<file path="config.mk">
export PLATFORM = sky130hd
export DESIGN_NAME = multicycle_control
export DESIGN_NICKNAME = d
export VERILOG_FILES = /design/src/rtl/mips_ctrl_pkg.sv /design/src/rtl/retire_counter.sv /design/src/rtl/multicycle_control.sv
export SDC_FILE = /design/constraint.sdc
export NUM_CORES = 1
export LEC_CHECK = 0
export CORE_MARGIN = 2
export CORE_UTILIZATION = 45
export DETAILED_ROUTE_END_ITERATION = 6
export HOLD_SLACK_MARGIN = 0.02
export PLACE_DENSITY = 0.77
export SLEW_MARGIN = 20
export SYNTH_ARGS = -nofsm -noshare
export SYNTH_HDL_FRONTEND = slang
export SYNTH_HIERARCHICAL = 1
export SYNTH_SLANG_ARGS = --single-unit
</file>
<file path="constraint.sdc">
create_clock -name clock -period 4.6 [get_ports clock]
set_clock_uncertainty 0.15 [all_clocks]
set_input_delay 0.92 -clock clock [delete_from_list [all_inputs] [get_ports clock]]
set_output_delay 0.92 -clock clock [all_outputs]
set_load 0.1 [all_outputs]
</file>
<file path="src/rtl/mips_ctrl_pkg.sv">
// mips_ctrl_pkg: state codes, instruction constants and select encodings shared by the multi-cycle control
package mips_ctrl_pkg;

   typedef enum logic [3:0] {
      S_FETCH    = 4'd0,
      S_DECODE   = 4'd1,
      S_MEM_ADDR = 4'd2,
      S_MEM_RD   = 4'd3,
      S_MEM_WB   = 4'd4,
      S_MEM_WR   = 4'd5,
      S_R_EXEC   = 4'd6,
      S_R_WB     = 4'd7,
      S_BRANCH   = 4'd8,
      S_JAL      = 4'd9,
      S_JR       = 4'd10,
      S_I_EXEC   = 4'd11,
      S_I_WB     = 4'd12,
      S_TRAP     = 4'd15
   } state_t;

   localparam logic [5:0] OP_RTYPE = 6'b000000;
   localparam logic [5:0] OP_LW    = 6'b100011;
   localparam logic [5:0] OP_SW    = 6'b101011;
   localparam logic [5:0] OP_BEQ   = 6'b000100;
   localparam logic [5:0] OP_ADDI  = 6'b001000;
   localparam logic [5:0] OP_ANDI  = 6'b001100;
   localparam logic [5:0] OP_JAL   = 6'b000011;

   localparam logic [5:0] FN_ADD = 6'b100000;
   localparam logic [5:0] FN_AND = 6'b100100;
   localparam logic [5:0] FN_NOR = 6'b100111;
   localparam logic [5:0] FN_SLT = 6'b101010;
   localparam logic [5:0] FN_SLL = 6'b000000;
   localparam logic [5:0] FN_JR  = 6'b001000;

   localparam logic [1:0] DST_RT = 2'b00, DST_RD = 2'b01, DST_RA = 2'b10;
   localparam logic [1:0] TOREG_ALU = 2'b00, TOREG_MDR = 2'b01, TOREG_PC = 2'b10;
   localparam logic [1:0] SRCB_B = 2'b00, SRCB_FOUR = 2'b01, SRCB_IMM = 2'b10, SRCB_IMM_SH = 2'b11;
   localparam logic [1:0] ALU_ADD = 2'b00, ALU_SUB = 2'b01, ALU_FUNCT = 2'b10, ALU_AND = 2'b11;
   localparam logic [1:0] PCS_ALU = 2'b00, PCS_ALUOUT = 2'b01, PCS_JUMP = 2'b10, PCS_RS = 2'b11;

   typedef struct packed {
      logic       pc_write;
      logic       pc_write_cond;
      logic       i_or_d;
      logic       mem_read;
      logic       mem_write;
      logic       ir_write;
      logic       reg_write;
      logic       alu_src_a;
      logic [1:0] reg_dst;
      logic [1:0] mem_to_reg;
      logic [1:0] alu_src_b;
      logic [1:0] alu_op;
      logic [1:0] pc_source;
   } ctrl_t;

   function automatic logic rtype_ok(input logic [5:0] fn);
      return fn == FN_ADD || fn == FN_AND || fn == FN_NOR || fn == FN_SLT || fn == FN_SLL;
   endfunction

   // jr shares the R-type opcode but skips the ALU, so it is split off here
   function automatic state_t decode_next(input logic [5:0] op, input logic [5:0] fn);
      state_t s;
      case (op)
         OP_RTYPE:         s = (fn == FN_JR) ? S_JR : rtype_ok(fn) ? S_R_EXEC : S_TRAP;
         OP_LW, OP_SW:     s = S_MEM_ADDR;
         OP_BEQ:           s = S_BRANCH;
         OP_ADDI, OP_ANDI: s = S_I_EXEC;
         OP_JAL:           s = S_JAL;
         default:          s = S_TRAP;
      endcase
      return s;
   endfunction

endpackage

</file>
<file path="src/rtl/retire_counter.sv">
// retire_counter: wrapping count of completed instructions
module retire_counter #(
   parameter int W = 32
) (
   input  logic         clk,
   input  logic         rst,
   input  logic         en,
   output logic [W-1:0] count
);

   // one increment per retired instruction, cleared by reset
   always_ff @(posedge clk)
      if (rst) count <= '0;
      else if (en) count <= count + W'(1);

endmodule

</file>
<file path="src/rtl/multicycle_control.sv">
// multicycle_control: Moore control FSM for a multi-cycle MIPS-subset datapath
module multicycle_control
   import mips_ctrl_pkg::*;
#(
   parameter int CNT_W = 32
) (
   input  logic             clock,
   input  logic             reset,
   input  logic [5:0]       opcode,
   input  logic [5:0]       func,
   input  logic             mem_ready,
   input  logic             zero,
   output logic             PCWrite,
   output logic             PCWriteCond,
   output logic             IorD,
   output logic             MemRead,
   output logic             MemWrite,
   output logic             IRWrite,
   output logic             RegWrite,
   output logic             ALUSrcA,
   output logic [1:0]       RegDst,
   output logic [1:0]       MemtoReg,
   output logic [1:0]       ALUSrcB,
   output logic [1:0]       ALUop,
   output logic [1:0]       PCSource,
   output logic [3:0]       state,
   output logic             illegal,
   output logic [CNT_W-1:0] retired
);

   state_t st, nxt;
   ctrl_t  c, ctl;
   logic   is_sw, is_andi;
   logic   unused_zero;

   // the branch decision is made in the datapath via PCWriteCond
   assign unused_zero = zero;

   // next-state selection; unused encodings fall into the trap
   always_comb begin
      nxt = S_TRAP;
      case (st)
         S_FETCH:    nxt = mem_ready ? S_DECODE : S_FETCH;
         S_DECODE:   nxt = decode_next(opcode, func);
         S_MEM_ADDR: nxt = is_sw ? S_MEM_WR : S_MEM_RD;
         S_MEM_RD:   nxt = mem_ready ? S_MEM_WB : S_MEM_RD;
         S_MEM_WR:   nxt = mem_ready ? S_FETCH : S_MEM_WR;
         S_R_EXEC:   nxt = S_R_WB;
         S_I_EXEC:   nxt = S_I_WB;
         S_MEM_WB, S_R_WB, S_I_WB, S_BRANCH, S_JAL, S_JR: nxt = S_FETCH;
         default:    nxt = S_TRAP;
      endcase
   end

   // state register; lw/sw and addi/andi flavour is captured at decode so later states are pure Moore
   always_ff @(posedge clock)
      if (reset) begin
         st      <= S_FETCH;
         illegal <= 1'b0;
         is_sw   <= 1'b0;
         is_andi <= 1'b0;
      end else begin
         st      <= nxt;
         illegal <= illegal | (nxt == S_TRAP);
         if (st == S_DECODE) begin
            is_sw   <= opcode == OP_SW;
            is_andi <= opcode == OP_ANDI;
         end
      end

   // per-state control decode; only the fetch handshake enables look at mem_ready
   always_comb begin
      c = '0;
      case (st)
         S_FETCH: begin
            c.mem_read  = 1'b1;
            c.alu_src_b = SRCB_FOUR;
            c.ir_write  = mem_ready;
            c.pc_write  = mem_ready;
         end
         S_DECODE:   c.alu_src_b = SRCB_IMM_SH;
         S_MEM_ADDR: begin
            c.alu_src_a = 1'b1;
            c.alu_src_b = SRCB_IMM;
         end
         S_MEM_RD: begin
            c.mem_read = 1'b1;
            c.i_or_d   = 1'b1;
         end
         S_MEM_WB: begin
            c.reg_write  = 1'b1;
            c.mem_to_reg = TOREG_MDR;
         end
         S_MEM_WR: begin
            c.mem_write = 1'b1;
            c.i_or_d    = 1'b1;
         end
         S_R_EXEC: begin
            c.alu_src_a = 1'b1;
            c.alu_op    = ALU_FUNCT;
         end
         S_R_WB: begin
            c.reg_write = 1'b1;
            c.reg_dst   = DST_RD;
         end
         S_BRANCH: begin
            c.alu_src_a     = 1'b1;
            c.alu_op        = ALU_SUB;
            c.pc_write_cond = 1'b1;
            c.pc_source     = PCS_ALUOUT;
         end
         S_JAL: begin
            c.pc_write   = 1'b1;
            c.pc_source  = PCS_JUMP;
            c.reg_write  = 1'b1;
            c.reg_dst    = DST_RA;
            c.mem_to_reg = TOREG_PC;
         end
         S_JR: begin
            c.pc_write  = 1'b1;
            c.pc_source = PCS_RS;
         end
         S_I_EXEC: begin
            c.alu_src_a = 1'b1;
            c.alu_src_b = SRCB_IMM;
            c.alu_op    = is_andi ? ALU_AND : ALU_ADD;
         end
         S_I_WB:     c.reg_write = 1'b1;
         default:    c = '0;
      endcase
   end

   // nothing is enabled while reset is held, whatever the handshake does
   assign ctl = reset ? '0 : c;

   assign PCWrite     = ctl.pc_write;
   assign PCWriteCond = ctl.pc_write_cond;
   assign IorD        = ctl.i_or_d;
   assign MemRead     = ctl.mem_read;
   assign MemWrite    = ctl.mem_write;
   assign IRWrite     = ctl.ir_write;
   assign RegWrite    = ctl.reg_write;
   assign ALUSrcA     = ctl.alu_src_a;
   assign RegDst      = ctl.reg_dst;
   assign MemtoReg    = ctl.mem_to_reg;
   assign ALUSrcB     = ctl.alu_src_b;
   assign ALUop       = ctl.alu_op;
   assign PCSource    = ctl.pc_source;
   assign state       = st;

   retire_counter #(.W(CNT_W)) u_retire (
      .clk   (clock),
      .rst   (reset),
      .en    (st != S_FETCH && nxt == S_FETCH),
      .count (retired)
   );

endmodule
</file>
After elaboration in Yosys (flattened, before gate mapping)
Index checks and enable logic that the tools add are counted.
Cells by class
  add/subtract/negate cells: 1
  equal/unequal tests: 24
  mux-type cells: 23
  bitwise logic cells: 1
  reductions and logical operators: 19
Operators with widths (count)
  equality test 6 bit, second input constant: 6
  adder 32 x 1 -> 32 bit, second input constant: 1
  one-hot mux 4 bit (8 select lines): 1
  equality test 4 bit, second input constant: 6
  one-hot mux 4 bit (5 select lines): 1
  equality test 6 x 4 -> 1 bit, second input constant: 3
  2-to-1 mux 18 bit: 1
  one-hot mux 2 bit (3 select lines): 3
  equality test 4 x 3 -> 1 bit, second input constant: 4
  logical NOT 6 bit: 2
  OR reduction 2 bit: 6
  2-to-1 mux 3 bit: 3
  equality test 4 x 2 -> 1 bit, second input constant: 2
  logical NOT 4 bit: 2
  2-to-1 mux 1 bit: 8
  2-to-1 mux 4 bit: 2
  one-hot mux 2 bit (2 select lines): 2
  OR reduction 4 bit: 2
  equality test 6 x 2 -> 1 bit, second input constant: 1
  equality test 6 x 3 -> 1 bit, second input constant: 1
  OR reduction 6 bit: 1
  equality test 4 x 1 -> 1 bit, second input constant: 1
  logical OR 1 bit: 4
  nonzero test 4 bit: 1
  4 further kinds: 4
Storage, ports and cells
  flip-flop bits (word level): 39
  input port bits: 16
  output and inout port bits: 55
  word-level logic and storage cells: 73

Logic depth before layout (Yosys ltp)
  depth after elaboration: 11
  mapped depth: 12
  gate-level depth less buffers: 9

Hierarchy
The synthesis kept the hierarchy.
By module, submodules not included
  retire_counter: times used 1, cells each 181, area each 1564.0 µm², seq. area each 640.6 µm²
  multicycle_control: times used 1, cells each 122, area each 838.3 µm², seq. area each 140.1 µm²

Least setup slack after synthesis
Ideal clock, no wire load.
  path kind: register -> output
  start: reg st[0], in the netlist state[0]
  end: out IorD
  data arrival time: 4.781 ns
  setup slack: -1.251 ns
  cell stages (with the launch flop): 4
  buffers on the path: 2
  cells stage by stage: dfxtp_1 > buf_2 > buf_1 > nor4b_1
On the way
  cells in the longest elaborated chain, start to end: 4
  elaborated cells between the ends (all ways): 5
RTL lines
  from (decl): line multicycle_control.sv:31  | state_t st, nxt;
  from (signal assigned): line multicycle_control.sv:63  | st <= nxt;
  equality test 4 x 2 -> 1 bit / equality test 4 x 3 -> 1 bit (equally long branches): line multicycle_control.sv:74  | case (st)
  OR reduction 2 bit (no line) (*)
  2-to-1 mux 1 bit (*): line multicycle_control.sv:74
  2-to-1 mux 18 bit (*): line multicycle_control.sv:134  | assign ctl = reset ? '0 : c;
  to (decl): line multicycle_control.sv:15  | output logic IorD,
Every way passes the cells marked *; elsewhere a longest branch is shown, timed or not.

Worst setup path in the final report
  start: in func[1]
  end: reg u_retire.count[31]
On the way
  cells in the longest elaborated chain, start to end: 11
  elaborated cells between the ends (all ways): 16
RTL lines
  from (decl): line multicycle_control.sv:10  | input logic [5:0] func,
  equality test 6 bit: line mips_ctrl_pkg.sv:59  | return fn == FN_ADD || fn == FN_AND || fn == FN_NOR || fn == FN_SLT || fn == FN_SLL;
  logical OR 1 bit (4 in series): line mips_ctrl_pkg.sv:59
  2-to-1 mux 4 bit: line mips_ctrl_pkg.sv:66  | OP_RTYPE: s = (fn == FN_JR) ? S_JR : rtype_ok(fn) ? S_R_EXEC : S_TRAP;
  2-to-1 mux 4 bit (*): line mips_ctrl_pkg.sv:66
  one-hot mux 4 bit (5 select lines) (*): line mips_ctrl_pkg.sv:65  | case (op)
  one-hot mux 4 bit (8 select lines) (*): line multicycle_control.sv:42  | case (st)
  logical NOT 4 bit (*): line multicycle_control.sv:154  | .en (st != S_FETCH && nxt == S_FETCH),
  logical AND 1 bit (*): line multicycle_control.sv:154
  to (signal assigned): line retire_counter.sv:14  | else if (en) count <= count + W'(1);
  to (decl): line retire_counter.sv:8  | output logic [W-1:0] count
Marks and branches as above.
A chain may end at the register's enable or synchronous reset.

==> impl_metrics.py <==
metrics = {
    "final_layout": {
        "syn_to_final_growth_pct": 32.60,
        "layout_commonest_cell": "clkdlybuf4s50_1",
        "antenna_cells": 0,
        "mostFrequentLayoutCells": "clkdlybuf4s50_1, nor2_1, dfxtp_1",
        "nets": 383,
        "finalNonFillerCells": 435,
        "fin_area_um2": 3186,
        "nFillCells": 470,
        "drive_gt1_share_pct": 16.44,
    },
    "sta": {
        "timing.final.crit_share_pct": 86.94,
        "rsz0062_at_grt": "false",
        "fmax_ghz": 0.2501,
        "fin_ws_ns": 0.6009,
        "drv_slew": 0,
        "period_minus_slack_ns": 3.999,
        "final.setup.tns_ns": 0,
        "hold_viol": 0,
        "setup_viol": 0,
        "tightestPinTransition_ns": 1.015,
        "slew_headroom_pct": 32.11,
    },
    "setup_path": {
        "cp_slowest_cell": "or4_1",
        "r2r-end": "u_retire/count[31]",
        "cp_data_required_time_ns": 4.62,
        "crit_type": "in -> reg",
        "r2r_slack_ns": 1.34,
        "startpoint": "func[1]",
        "cp-start-kind": "input port",
        "reg2reg_depth": 10,
        "r2r_start": "state[1]",
        "cp_cell_sequence": "clkdlybuf4s50_1 > or3_1 > or4_1 > o211ai_1 > nor3b_2 > and3_1 > and4_1 > nand4_1 > buf_4 > nor4_4 > mux2_1",
        "crit_fanout": 6,
        "cp.arrival_ns": 4.02,
        "endpoint_kind": "flip-flop",
        "cp-endpoint": "u_retire/count[31]",
        "slowest_delay_ns": 0.48,
    },
    "floorplanning": {
        "die-area_um2": 5939,
        "core_area_um2": 5140,
        "die_y_um": 77.07,
        "rows": 26,
        "initial_core_util_pct": 46.74,
        "io_pins": 71,
        "die_x_um": 77.07,
    },
    "yosys": {
        "synth_top_area_share_pct": 32.50,
        "synth.cell_area_um2": 2402,
        "synth_edf_count": 0,
        "synth_cell_types": 57,
        "synth_nets": 320,
        "synth-xor-area-share_pct": 5.469,
        "synth_compound_area_share_pct": 11.98,
        "netlist_instances": 303,
        "ys_warn_count": 6,
        "yosysSeqAreaShare_pct": 32.50,
        "netlist.top_cell.by_area": "dfxtp_1",
        "yosys.area_share.adder_pct": 0.5208,
        "async_reset_ff_share_pct": 0,
        "synth_top_family_by_area": "simple AND/OR/NAND/NOR gates",
        "synth_mux_area_share_pct": 6.042,
        "ys_ff_latch": 39,
        "ys_top_cells_by_area": "dfxtp_1, nor2_1, mux2_2",
        "synth_flop_cell": "dfxtp_1",
        "yosys.area_share.simple_pct": 37.97,
        "synth.avg_cell_area_um2": 7.928,
    },
    "drt": {
        "wl_mm": 5.597,
        "drt_iter0_drc": 124,
        "drt-wirelength-per-cell_um": 12.87,
        "drc": 0,
        "drt-pass1-iter-count": 4,
        "final_antenna_net_count": 0,
        "routed_via_density": 5.503,
        "num_vias": 2394,
    },
    "placed_design": {
        "postPlaceCellArea_um2": 3113,
        "place_inst": 429,
        "port_buffers": 69,
        "place.detailed.hpwl_mm": 4.011,
        "gp_congestion": 0.8230,
        "pre_cts_slack_ns": 0.3195,
    },
    "global_routing": {
        "grt_max_degree": 53,
        "antenna_found_initial": 0,
        "grt_pass1_wl_mm": 9.653,
        "track_usage_pct": 19.33,
        "overflow": 0,
        "first_global_vias": 2139,
    },
    "power_and_ir_drop": {
        "vdd_ir_drop_max_mv": 0.4384,
        "fin_total_pwr_uw": 1417,
        "p_per_area_nw_per_um2": 444.7,
        "power_leakage_uw": 0.001132,
    },
    "clock_tree": {
        "clkTransAtPathRegs_ns": 0.07,
        "clockRootBuffer": "clkbuf_8",
        "postCtsSetupBuffers": 0,
        "numCtsBuffers": 5,
        "tritoncts": "yes",
        "clock_latency_ns": 0.28,
        "clockBufferDepth": 2,
        "cts-resized-gates": 0,
        "cts.sinks": 39,
        "cts_hold_buf": 0,
        "h-tree-depth": 2,
    },
    "outcome": {
        "outcome": "finished clean",
    },
    "run": {
        "drv_cap": 0,
    },
    "worst_hold_path": {
        "holdCritPathClass": "reg -> reg",
    },
}
worst min path at each step:
stage,cells past startpoint,slack (ns),startpoint,endpoint
floorplan,2,0.29,is_sw,is_sw
global route,2,0.39,is_andi,is_andi
global placement,2,0.31,is_sw,is_sw
detailed placement,2,0.33,is_sw,is_sw
CTS,2,0.34,is_sw,is_sw
finish,2,0.33,is_sw,is_sw
per-layer routing:
layer / wire (um) / part of all wire (%) / vias up / GRT usage [%]
met2: 2622 / 47 / 68 / 32.63
met3: 320 / 5.7 / 5 / 4.353
li1: - / - / 1220 / -
met5: 0 / 0 / - / 0
met1: 2606 / 47 / 1101 / 24.96
met4: 47 / 0.84 / 0 / 5.000
registers in the layout, summed over array words and instances (netlist names):
name            flops
is_andi             1
is_sw               1
u_retire/count     32
state               4
illegal             1
power breakdown:
part | total (uW) | switching (uW) | leakage, uW | internal [uW]
Clock | 206 | 105 | 0.0000371 | 101
Combinational | 773 | 559 | 0.000780 | 214
Sequential | 437 | 79.2 | 0.000315 | 358
Total | 1420 | 744 | 0.00113 | 673
cells by family (layout without fill, tap and decap cells):
family          Yosys count  in the layout
simple gates            163            163
compound gates           44             44
mux                      13             13
fa+ha+maj                 1              1
buf+inv                  28             90
xor+xnor                 15             15
flops                    39             39
cells in the mapped netlist (all sizes together), types with 5 or more instances:
master	number
clkbuf	11
nand4	12
nand3	11
o31ai	5
nand2	15
nand2b	6
a21oi	18
xor2	9
dfxtp	39
inv	8
nor4	6
o21ai	7
nor2	45
or4	5
buf	9
or3	9
nor2b	12
and3	6
nor3	19
mux2	12
xnor2	6
worst max-delay path, delay by kind of cell:
| kind | cells | cell delay [ns] |
|---|---|---|
| compound gates | 1 | 0.10 |
| simple gates | 7 | 2.01 |
| buf+inv | 2 | 0.66 |
| mux | 1 | 0.34 |
final cells by class:
class,count,area [um^2],area share (%)
multi-input combinational,236,1521,47.76
sequential,39,780.7,24.51
timing repair buffer,76,693.2,21.76
tap,70,87.58,2.749
clock buffer,6,72.57,2.278
inverter,8,30.03,0.9427
per-stage QoR:
step                hold slack, ns  util [%]
finish                      0.3293     61.98
global route                0.3868     61.98
CTS                         0.3352     61.98
detailed placement          0.3252     60.56
global placement            0.3107     60.56
floorplan                   0.2907         -
Power figures use the tool's default switching activity.
